[config.mk]
export PLATFORM = sky130hd
export DESIGN_NAME = uart_alu_sequencer
export DESIGN_NICKNAME = d
export VERILOG_FILES = /design/src/rtl/uart_alu_pkg.sv /design/src/rtl/uart_alu_sequencer_frame_timer.sv /design/src/rtl/uart_alu_sequencer.sv
export SDC_FILE = /design/constraint.sdc
export NUM_CORES = 1
export LEC_CHECK = 0
export ABC_AREA = 1
export CAP_MARGIN = 20
export CELL_PAD_IN_SITES_DETAIL_PLACEMENT = 1
export CELL_PAD_IN_SITES_GLOBAL_PLACEMENT = 1
export CORE_ASPECT_RATIO = 0.75
export CORE_UTILIZATION = 41
export CTS_CLUSTER_DIAMETER = 150
export DETAILED_ROUTE_END_ITERATION = 6
export PLACE_DENSITY = 0.83
export SYNTH_ARGS = -nofsm -noshare
export SYNTH_HDL_FRONTEND = slang
export SYNTH_SLANG_ARGS = --single-unit
export TNS_END_PERCENT = 50
[constraint.sdc]
create_clock -name i_clk -period 4 [get_ports i_clk]
set_clock_uncertainty 0.15 [all_clocks]
set_input_delay 0.6 -clock i_clk [delete_from_list [all_inputs] [get_ports i_clk]]
set_output_delay 0.6 -clock i_clk [all_outputs]
set_load 0.02 [all_outputs]
[src/rtl/uart_alu_pkg.sv]
// uart_alu_pkg: shared FSM state encoding, protocol byte defaults, frame length and STATUS bit positions
package uart_alu_pkg;
  typedef enum logic [3:0] {
    IDLE, GET_OP, GET_A, GET_B, GET_CHK, EXEC,
    SEND_RES, WAIT_RES, SEND_STAT, WAIT_STAT, SEND_NAK, WAIT_NAK
  } state_t;
  localparam logic [7:0] SYNC_BYTE_DEF = 8'hA5;
  localparam logic [7:0] NAK_BYTE_DEF  = 8'hEE;
  localparam int FRAME_LEN = 5;
  localparam int STAT_ZERO = 0;
  localparam int STAT_OVF  = 1;
endpackage

[src/rtl/uart_alu_sequencer_frame_timer.sv]
// frame_timer: inter-byte timeout counter for partial frames
//   i_clk/i_reset (async active-low), i_clear restarts the count, i_enable lets it run,
//   o_expired pulses on the last allowed cycle unless a clear arrives in that same cycle
module frame_timer #(
  parameter int NB_TIMER       = 20,
  parameter int TIMEOUT_CYCLES = 1_000_000
) (
  input  logic i_clk,
  input  logic i_reset,
  input  logic i_clear,
  input  logic i_enable,
  output logic o_expired
);
  logic [NB_TIMER-1:0] r_cnt;
  logic                w_run;
  assign w_run     = i_enable && !i_clear;
  assign o_expired = w_run && (r_cnt == NB_TIMER'(TIMEOUT_CYCLES - 1));
  always_ff @(posedge i_clk or negedge i_reset)
    if (!i_reset) r_cnt <= '0;
    else          r_cnt <= w_run ? r_cnt + 1'b1 : '0;
endmodule

[src/rtl/uart_alu_sequencer.sv]
// uart_alu_sequencer: collects SYNC,OP,A,B,CHK frames from UART RX, drives the ALU, replies RESULT+STATUS or NAK via TX
//   i_clk, i_reset (async active-low); RX: i_rx_data/i_rx_done; TX: o_tx_start/o_tx_data/i_tx_done
//   ALU: o_alu_OP/o_alu_A/o_alu_B out, i_alu_res/i_alu_zero/i_alu_ovf in; o_busy, o_err_cnt (saturating)
module uart_alu_sequencer
  import uart_alu_pkg::*;
#(
  parameter int                 NB_DATA        = 8,
  parameter int                 NB_ALU_OP      = 6,
  parameter logic [NB_DATA-1:0] SYNC_BYTE      = SYNC_BYTE_DEF,
  parameter logic [NB_DATA-1:0] NAK_BYTE       = NAK_BYTE_DEF,
  parameter int                 TIMEOUT_CYCLES = 1_000_000,
  parameter int                 NB_TIMER       = 20
) (
  input  logic                 i_clk,
  input  logic                 i_reset,
  input  logic [NB_DATA-1:0]   i_rx_data,
  input  logic                 i_rx_done,
  input  logic                 i_tx_done,
  input  logic [NB_DATA-1:0]   i_alu_res,
  input  logic                 i_alu_zero,
  input  logic                 i_alu_ovf,
  output logic                 o_tx_start,
  output logic [NB_DATA-1:0]   o_tx_data,
  output logic [NB_ALU_OP-1:0] o_alu_OP,
  output logic [NB_DATA-1:0]   o_alu_A,
  output logic [NB_DATA-1:0]   o_alu_B,
  output logic                 o_busy,
  output logic [7:0]           o_err_cnt
);
  state_t             r_state;
  logic [NB_DATA-1:0] r_op, r_a, r_b, r_status, w_status;
  logic               w_get, w_expired;
  logic [7:0]         w_err_next;
  assign w_get      = r_state inside {GET_OP, GET_A, GET_B, GET_CHK};
  assign o_busy     = r_state != IDLE;
  assign o_tx_start = r_state inside {SEND_RES, SEND_STAT, SEND_NAK};
  assign w_err_next = &o_err_cnt ? o_err_cnt : o_err_cnt + 8'd1;
  always_comb begin
    w_status            = '0;
    w_status[STAT_ZERO] = i_alu_zero;
    w_status[STAT_OVF]  = i_alu_ovf;
  end
  frame_timer #(.NB_TIMER(NB_TIMER), .TIMEOUT_CYCLES(TIMEOUT_CYCLES)) u_timer (
    .i_clk    (i_clk),
    .i_reset  (i_reset),
    .i_clear  (i_rx_done),
    .i_enable (w_get),
    .o_expired(w_expired)
  );
  // w_expired is already masked by i_rx_done, so a byte on the expiry cycle is taken normally
  always_ff @(posedge i_clk or negedge i_reset)
    if (!i_reset) begin
      r_state   <= IDLE;
      r_op      <= '0;
      r_a       <= '0;
      r_b       <= '0;
      r_status  <= '0;
      o_tx_data <= '0;
      o_alu_OP  <= '0;
      o_alu_A   <= '0;
      o_alu_B   <= '0;
      o_err_cnt <= '0;
    end else if (w_expired) begin
      r_state   <= IDLE;
      o_err_cnt <= w_err_next;
    end else begin
      case (r_state)
        IDLE:    if (i_rx_done && i_rx_data == SYNC_BYTE) r_state <= GET_OP;
        GET_OP:  if (i_rx_done) begin r_op <= i_rx_data; r_state <= GET_A; end
        GET_A:   if (i_rx_done) begin r_a <= i_rx_data; r_state <= GET_B; end
        GET_B:   if (i_rx_done) begin r_b <= i_rx_data; r_state <= GET_CHK; end
        GET_CHK:
          if (i_rx_done) begin
            if (i_rx_data == (r_op ^ r_a ^ r_b)) begin
              o_alu_OP <= r_op[NB_ALU_OP-1:0];
              o_alu_A  <= r_a;
              o_alu_B  <= r_b;
              r_state  <= EXEC;
            end else begin
              o_tx_data <= NAK_BYTE;
              o_err_cnt <= w_err_next;
              r_state   <= SEND_NAK;
            end
          end
        EXEC: begin
          r_status  <= w_status;
          o_tx_data <= i_alu_res;
          r_state   <= SEND_RES;
        end
        SEND_RES:  r_state <= WAIT_RES;
        WAIT_RES:  if (i_tx_done) begin o_tx_data <= r_status; r_state <= SEND_STAT; end
        SEND_STAT: r_state <= WAIT_STAT;
        WAIT_STAT: if (i_tx_done) r_state <= IDLE;
        SEND_NAK:  r_state <= WAIT_NAK;
        WAIT_NAK:  if (i_tx_done) r_state <= IDLE;
        default:   r_state <= IDLE;
      endcase
    end
endmodule

==> results of run 1 <==
-- logic make-up after synthesis --
family / count (synthesis) / synth area share (%)
buffers and inverters: 86 / 7.83
DFF: 88 / 47.0
adders and majority gates: 2 / 0.534
xor gates and xnor gates: 22 / 4.11
AOI/OAI and AO/OA: 72 / 10.1
and+or+nand+nor: 314 / 30.4
-- final timing paths --
path | start | endpoint | slack [ns]
setup reg to reg | r_op[0] | o_alu_B[1] | 1.52
hold / removal | o_alu_A[5] | o_alu_A[5] | 0.33
setup / recovery | r_state[1] | o_tx_start | 1.09
min in group asynchronous | i_reset | o_alu_B[6] | 0.55
hold reg to reg | o_alu_A[5] | o_alu_A[5] | 0.33
max in group asynchronous | i_reset | o_tx_data[0] | 2.35
-- cells in the mapped netlist --
cell	instances	area [um^2]
a21oi_1	10	50.1
a22oi_1	1	7.51
a32o_1	1	10.0
buf_2	2	10.0
buf_6	4	45.0
buf_8	1	15.0
clkbuf_1	3	11.3
dfrtp_1	88	2200
ha_1	2	25.0
inv_1	60	225
inv_2	16	60.1
nand2_1	184	691
nand2_2	5	31.3
nand2_4	3	33.8
nand3_1	22	110
nand3_2	2	20.0
nand3_4	3	52.6
nand4_1	17	106
nand4_4	1	21.3
nor2_1	58	218
nor2_2	2	12.5
nor2_4	2	22.5
nor2_8	1	20.0
nor3_1	10	50.1
nor3_2	3	30.0
nor4_1	1	6.26
o21ai_0	29	145
o21ai_1	4	20.0
o21ai_2	24	210
o21ai_4	1	16.3
o22ai_1	2	12.5
xnor2_1	10	87.6
xor2_1	12	105
-- timing repair --
action,CTS,global route
hold buffers,1,0
gates resized for setup,0,0
endpoints found under the hold margin,1,0
endpoints found under the setup margin,0,0
-- critical path, stage by stage (launching register included) --
cell,delay (ns)
dfrtp_1,0.43
inv_1,0.16
nor2_1,0.17
inv_1,0.07
nor2_1,0.11
inv_1,0.08
o21ai_0,0.13
clkdlybuf4s50_1,0.66
-- per-layer routing --
metal,vias up,global-route usage [%],share of wire [%]
met5,-,0,0
met4,0,5.69,1.1
met3,12,4.65,3.4
met2,65,40.8,50
met1,2002,27.7,45
li1,1974,-,-
-- area by class of cell --
cell class	instances	area, um^2	share of cell area [%]
multi-input cells	410	2110	36.9
clock inverters	5	81.3	1.42
inverters	76	285	4.98
clock buffers	10	239	4.17
repair buffers	64	633	11.0
well taps	140	175	3.06
flip-flops and latches	88	2200	38.4
-- state kept, by name, summed over array words and instances, names as in the netlist --
register       cells
r_op               8
o_alu_A            8
u_timer.r_cnt     20
r_b                8
o_tx_data          8
r_a                8
r_status           2
o_alu_B            8
o_alu_OP           6
o_err_cnt          8
r_state            4
-- report_power, final --
part	switching [W]	total [W]	internal, W
logic	0.000858	0.00132	0.000464
clock network	0.000350	0.000911	0.000561
registers	0.000206	0.00131	0.00110
total	0.00141	0.00354	0.00212
-- layout by cell type (no fill, tap or decap), types with 4 or more instances in the layout --
master	count
nand2_1	184
dfrtp_1	88
inv_1	60
clkdlybuf4s50_1	60
nor2_1	58
o21ai_0	29
o21ai_2	24
nand3_1	22
nand4_1	17
inv_2	16
xor2_1	12
xnor2_1	10
nor3_1	10
a21oi_1	10
clkbuf_16	9
nand2_2	5
o21ai_1	4
-- through the flow --
stage | utilization (%) | power (W)
global route | 52.0 | 0.00378
global placement | 49.0 | 0.00255
CTS | 52.0 | 0.00357
finish | 52.0 | 0.00354
floorplan | - | 0.00220
detailed placement | 49.0 | 0.00263
==> metrics.txt, run 1 <==
hpwl dp=around 9200 um; Pwr per Cell Area=617 nW/um^2; global router's overall resource usage=22.5%; DR vias=4,053; Design Area, Final=5730 um^2; worst-case vdd ir drop=0.290 mV; pre-CTS WS=0.732 ns; Routed Antenna Nets=0; fin worst setup slack=1.09 ns; worst slew pin tran=1.05 ns; Cell Rows=33; Rel. slew slack=29.7%; drt wl/cell=~16 um; Synth cell types=33; static leakage=2.71 nW; vias in the first global route=4,326; CTS tree=yes; Mapped Nets=~610; Pre-antenna DRT Iters=7; Tmin final=2.91 ns; setup violators final=0; worst hold margin=0.331 ns; CTS buffer count=9; failing checks=design-rule violations; Max Cap Viol=0; Area Overhead vs Synth=22.4%; FMAX=~340 MHz; I/O pins=between 60 and 70; CP Capture Type=output port; Synth Register Bits=between 80 and 90; Post-CTS Setup Bufs=0; ANT cells=0; Hold Path Class=register to register; die area=11,900 um^2; GP Congestion=just over 0.8; IO buf count=61; synthesized area per cell=8.02 um^2; Final nets=673; clk_lat worst skew=roughly 0.34 ns; post-synthesis sequential area ratio=a little under half; Iteration-0 DRC Markers=147; first-pass GRT wire length=20,900 um; DRC viols=5; CTS max path bufs=2; Post-Place Cells=777; pin count of the biggest net entering global routing=45; Startpoint Class=register; Critical Path RT=3.25 ns; Critical Path AT=between 2 and 2.5 ns; filler instances=1,329; Syn Inst Count=584; clk sink count=88; Yosys warning count=0; Final Hold Viols=0; RSZ-0062 raised after global routing=no; Reg clk slew, reported paths=0.07 ns; WL final=12,400 um; worst hold path cell count=2; share of cells above drive strength 1=roughly 12%; status=complete, but fails checks; DIE HEIGHT=94.6 um; root buf cell=clkbuf_16; DIE WIDTH=125 um; CTS H-Tree Depth=3; CP Max Fanout=6; Post-Syn Area=4680 um^2; initial antenna violation count=0; core area=11,000 um^2; fin crit share=about 73%; reg2reg path depth=10; Setup TNS Final=0 ns; global route overflow=0; critical setup path kind=register to output port; Pins Over Slew Limit=0; Layout Cells excl Fill=approximately 790; Starting Density=42.5%; placed inst area=5400 um^2; Via density=5.11
Power figures use the tool's default switching activity.
==> run 2, diff against run 1 <==
clock period = 2.9 ns   (was 4 ns; I/O delays follow)
==> run 2 against run 1 <==
  * The run still ends with design-rule violations left
  * Die area unchanged
  * Routed wire length about the same
  * Setup slack got worse by 0.92 ns
  * Worst hold slack improved by 0.0037 ns
  * Power rose by 34%
  * Flip-flop and latch count unchanged
  * Critical path depth did not move
  * Non-clock buffer count up 3
  * First-iteration DRC count up 41%
  * Largest power group unchanged
  * Highest routed layer unchanged
==> metrics.txt, run 2 (synthesis gave the netlist of run 1 again) <==
status=complete, but fails checks; failing checks=design-rule violations; Cell Rows=33 (unchanged); CTS H-Tree Depth=3 (unchanged); Tmin final=2.72 ns; Clock power frac=22.8% (-2.9 points); Pint=0.00277 W (+31%); CP peak stage delay=0.67 ns (about the same); CTS tree=yes; RSZ-0062 raised after global routing=no; NetSw=0.00196 W (+38%); critical setup path kind=register to output port; worst-case vdd ir drop=0.387 mV (+33%); initial antenna violation count=0 (unchanged); Design Area, Final=5730 um^2 (about the same); fin crit share=93.9%; DR vias=4,001 (-1.3%); Final nets=676 (+0.45%); share of cells above drive strength 1=12.5% (+0.077 points); Switching Share=41.3% (+1.4 points); core area=11,000 um^2 (unchanged); die area=11,900 um^2 (unchanged); CP Max Fanout=6 (unchanged); DIE HEIGHT=94.6 um (unchanged); Pins Over Slew Limit=0 (unchanged); clk_lat worst skew=0.34 ns (about the same); CP Capture Type=output port; Startpoint Class=register; Post-CTS Setup Bufs=0 (unchanged); Critical Path AT=2.14 ns (-0.02 ns); cells along the critical path=inv_1, nor2_1, inv_1, nor2_1, inv_1, o21ai_0, clkdlybuf4s50_1; Final Hold Viols=0 (unchanged); GP Congestion=0.815 (-1.7%); DIE WIDTH=125 um (unchanged); Setup TNS Final=0 ns (unchanged); Via density=5.02 (-1.8%); Max Cap Viol=0 (unchanged); Buffers & Inverters on Critical Path=4 (unchanged); placed inst area=5450 um^2 (+0.88%); global router's overall resource usage=22.8% (+0.22 points); most flop-heavy register=u_timer.r_cnt; Sequential Power Share=37.8% (+0.9 points); Critical Path RT=2.32 ns (-0.93 ns); Slowest-stage cell, CP=clkdlybuf4s50_1; most common cell after layout, fill and taps aside=nand2_1; CTS buffer count=9 (unchanged); pin count of the biggest net entering global routing=38 (-16%); max FFs per register=20 (unchanged); root buf cell=clkbuf_16; Finished Core Util=51.9% (about the same); FMAX=367 MHz; worst slew pin tran=0.699 ns (-0.352 ns); static leakage=2.71 nW (about the same); I/O pins=62 (unchanged); combinational share of power=39.4% (+2.0 points); WL final=12,400 um (about the same); global route overflow=0 (unchanged); commonest cells after routing, fill and taps aside=nand2_1 (184), dfrtp_1 (88), inv_1 (60), clkdlybuf4s50_1 (60), nor2_1 (58); Iteration-0 DRC Markers=208 (+41%); IO buf count=61 (unchanged); Hold Path Class=register to register; Starting Density=42.5% (unchanged); vias in the first global route=4,334 (+0.18%); delay-heaviest family, CP=buffers and inverters; Area Overhead vs Synth=22.3% (about the same); clk sink count=88 (unchanged); DRC viols=5 (unchanged); CP most frequent cell=inv_1; drt wl/cell=15.6 um (-0.58%); Rel. slew slack=53.3% (+24 points); first-pass GRT wire length=21,100 um (+0.86%); CTS max path bufs=2 (unchanged); Pwr per Cell Area=826 nW/um^2 (+34%); Pre-antenna DRT Iters=6 (-1); ANT cells=0 (unchanged); setup violators final=0 (unchanged); hpwl dp=9300 um (+1.5%); Reg clk slew, reported paths=0.06 ns (about the same); Routed Antenna Nets=0 (unchanged)
[run 2: cell types whose count changed in the layout (fill, tap and decap cells not counted)]
| cell | before | now |
|---|---|---|
| buf_12 | 0 | 2 |
| buf_4 | 3 | 4 |
| bufinv_16 | 2 | 0 |
| clkbuf_1 | 0 | 3 |
| clkinv_2 | 1 | 2 |
| clkinv_4 | 1 | 0 |
[run 2: tightest hold or removal path, stage by stage (launching register included)]
cell and delay (ns):
dfrtp_1 0.34, nand2_1 0.06, o21ai_2 0.05
[run 2: path summary, 6_finish.rpt]
path,start,end,depth (start not counted),slack [ns]
worst min register to register,o_alu_A[5],o_alu_A[5],2,0.34
worst max-delay path,r_state[1],o_tx_start,7,0.18
worst max register to register,r_a[2],o_alu_OP[4],11,0.83
min in group asynchronous,i_reset,o_alu_OP[3],2,0.45
worst min-delay path,o_alu_A[5],o_alu_A[5],2,0.34
max in group asynchronous,i_reset,o_alu_OP[4],3,1.52
[run 2: layer usage]
layer  vias to the layer above  global-route usage (%)  share of wire, %
li1                       1981                       -                 -
met1                      1948                    27.8                45
met2                        60                    41.6                50
met3                        12                    4.25               2.9
met4                         0                    6.10               1.3
met5                         -                       0                 0
[run 2: power groups by stage]
| stage | Sequential, W | Clock (W) | Combinational [W] |
|---|---|---|---|
| floorplan | 0.00182 | 0 | 0.00121 |
| global placement | 0.00178 | 0 | 0.00175 |
| detailed placement | 0.00180 | 0 | 0.00186 |
| CTS | 0.00179 | 0.00111 | 0.00190 |
| global route | 0.00183 | 0.00115 | 0.00210 |
| finish | 0.00179 | 0.00108 | 0.00186 |
[run 2: timing repair]
item / 4_1_cts / 5_1_grt
hold endpoints to repair: 35 / 0
resized for setup: 0 / 0
hold buffers: 1 / 0
[run 2: area by class of cell]
type	instances	area, um^2
Fill cell	1341	5300
Clock buffer	13	250
Clock inverter	3	17.5
Multi-Input combinational cell	410	2110
Tap cell	140	175
Timing Repair Buffer	67	681
Inverter	76	285
Sequential cell	88	2200
[run 2: per-stage QoR]
step | std cells | total power [W] | hold slack (ns) | worst slack, ns
after global placement | 780 | 0.00354 | 0.283 | 0.369
after CTS | 797 | 0.00479 | 0.343 | 0.199
after global routing | 797 | 0.00509 | 0.357 | 0.0486
after floorplan | 584 | 0.00303 | -0.0106 | 1.14
after detailed placement | 780 | 0.00367 | 0.297 | 0.246
final | 797 | 0.00473 | 0.335 | 0.176
==> run 3, diff against run 2 <==
RECOVER_POWER = 50   (was default)
==> run 3 against run 2 <==
  * The flow still finishes with violations (design-rule violations)
  * First-iteration DRC count down 11%
  * Final area down 0.63%
  * Setup slack better by 0.015 ns
  * Die area is the same
  * Sequential share of layout area rose by 0.25 points
  * Via count grew 0.57%
  * Cell count did not move
  * Routed wire length hardly changed
  * Global-route usage unchanged
  * Sequential power barely moved
  * Clock power hardly changed
  * Fmax up 0.54%
  * Critical path type unchanged
==> metrics.txt, run 3 (synthesis gave the netlist of run 1 again) <==
DR vias=4,024 (+0.57%); pin count of the biggest net entering global routing=38 (unchanged); CTS tree=yes; Starting Density=42.5% (unchanged); Reg clk slew, reported paths=0.06 ns (about the same); most common cell after layout, fill and taps aside=nand2_1; hpwl dp=9300 um (unchanged); Pins Over Slew Limit=0 (unchanged); worst slew pin tran=0.991 ns (+0.292 ns); pre-CTS WS=0.246 ns (unchanged); Via density=5.05 (+0.57%); setup violators final=0 (unchanged); flop-to-flop setup slack=0.65 ns (-0.18 ns); root buf cell=clkbuf_16; initial antenna violation count=0 (unchanged); reg2reg path depth=8 (-3); Critical Path Source=r_state[1]; CP Max Fanout=6 (unchanged); CP peak stage delay=0.67 ns (about the same); Area Overhead vs Synth=21.5%; Routed Antenna Nets=0 (unchanged); Post-CTS Setup Bufs=0 (unchanged); I/O pins=62 (unchanged); CTS buffer count=9 (unchanged); Final Hold Viols=0 (unchanged); IO buf count=61 (unchanged); DIE WIDTH=125 um (unchanged); Startpoint Class=register; Max Cap Viol=0 (unchanged); Slowest-stage cell, CP=clkdlybuf4s50_1; FMAX=369 MHz (+0.54%); max FFs per register=20 (unchanged); WL final=12,400 um (about the same); Tmin final=2.71 ns (-0.0146 ns); drt wl/cell=15.6 um (about the same); fin worst setup slack=0.190 ns (+0.0146 ns); failing checks=design-rule violations; filler instances=1,345 (+0.30%); CP most frequent cell=inv_1; critical setup path kind=register to output port; commonest cells after routing, fill and taps aside=nand2_1 (185), dfrtp_1 (88), inv_1 (62); Top Usage Layer GRT=met2; Iteration-0 DRC Markers=185 (-11%); fin crit share=93.4% (-0.50 points); most flop-heavy register=u_timer.r_cnt; static leakage=2.69 nW (-0.63%); global router's overall resource usage=22.8% (unchanged); Post-Place Cells=780 (unchanged); ANT cells=0 (unchanged); first-pass GRT wire length=21,100 um (unchanged); met2 GRT Util=41.6% (unchanged); PostCTS Resize Cnt=0 (unchanged); RSZ-0062 raised after global routing=no; GP Congestion=0.815 (unchanged); cells along the critical path=inv_1, nor2_1, inv_1, nor2_1, inv_1, o21ai_0, clkdlybuf4s50_1; clk_lat worst skew=0.34 ns (about the same); die area=11,900 um^2 (unchanged); core area=11,000 um^2 (unchanged); Setup TNS Final=0 ns (unchanged); Finished Core Util=51.6% (-0.33 points); reg2reg end=u_timer.r_cnt[8]; DIE HEIGHT=94.6 um (unchanged); clk sink count=88 (unchanged); Critical Path AT=2.12 ns (-0.02 ns); status=complete, but fails checks; CP Capture Point=o_tx_start; worst r2r src=r_state[0]; Final nets=676 (unchanged); global route overflow=0 (unchanged); Critical Path RT=2.32 ns (about the same); DRC viols=5 (unchanged); Pre-antenna DRT Iters=6 (unchanged); Pwr per Cell Area=827 nW/um^2 (about the same); Cell Rows=33 (unchanged); CP Capture Type=output port; worst-case vdd ir drop=0.386 mV (about the same); met1 Resource Use GR=27.8% (unchanged); Layout Cells excl Fill=797 (unchanged); Rel. slew slack=33.9% (-19 points); Hold Path Class=register to register; CTS max path bufs=2 (unchanged); share of cells above drive strength 1=11.6% (-0.91 points); global-route met3 utilization=4.25% (unchanged); Power, Total=0.00470 W (-0.55%); CTS H-Tree Depth=3 (unchanged); vias in the first global route=4,334 (unchanged)
run 3: cell count changes in the layout (fill, tap and decap cells not counted):
cell / change
inv_1: +2
dlygate4sd3_1: +1
inv_2: -2
clkbuf_1: +3
clkdlybuf4s50_1: -1
buf_4: -4
clkbuf_2: +2
buf_12: -1
nand2_4: -1
nand2_1: +1
run 3: cell type report:
type,count,area [um^2],area share (%)
clock inverter,3,17.5,0.308
inverter,76,285,5.01
clock buffer,13,250,4.40
sequential,88,2200,38.7
timing repair buffer,67,652,11.5
multi-input combinational,410,2110,37.0
tap,140,175,3.08
run 3: how the worst min path moves through the flow:
stage	endpoint	start	depth (start not counted)	slack (ns)
3_3_place_gp	o_alu_B[5]	i_reset	1	0.28
5_1_grt	o_alu_B[7]	o_alu_B[7]	2	0.36
3_5_place_dp	o_alu_OP[5]	i_reset	1	0.30
2_1_floorplan	o_alu_A[0]	i_reset	0	-0.01
4_1_cts	o_alu_A[5]	o_alu_A[5]	2	0.34
6_report	o_alu_A[5]	o_alu_A[5]	2	0.33
run 3: per-stage QoR:
stage	cell area [um^2]	hold WS (ns)
3_5_place_dp	5450	0.297
6_report	5690	0.334
3_3_place_gp	5450	0.283
5_1_grt	5690	0.357
4_1_cts	5730	0.343
2_1_floorplan	4680	-0.0106
run 3: critical path: cells and delay by family (launching register included):
| kind | cells | cell delay (ns) |
|---|---|---|
| AO/OA/AOI/OAI | 1 | 0.13 |
| buffers and inverters | 4 | 0.97 |
| flip-flops | 1 | 0.43 |
| AND/OR/NAND/NOR | 2 | 0.25 |
run 3: per-layer routing:
layer,up-vias,part of all wire (%)
met2,60,50
met3,12,2.5
met4,0,1.3
li1,1983,-
met1,1969,46
met5,-,0
run 3: what timing repair did:
action | 4_1_cts | 5_1_grt
endpoints found under the hold margin | 35 | 0
endpoints found under the setup margin | 0 | 0
hold buffers | 1 | 0
run 3: report_power, final:
part	switching [W]	internal, W	total, W
clock	0.000473	0.000602	0.00108
combinational	0.00120	0.000637	0.00184
sequential	0.000272	0.00152	0.00179
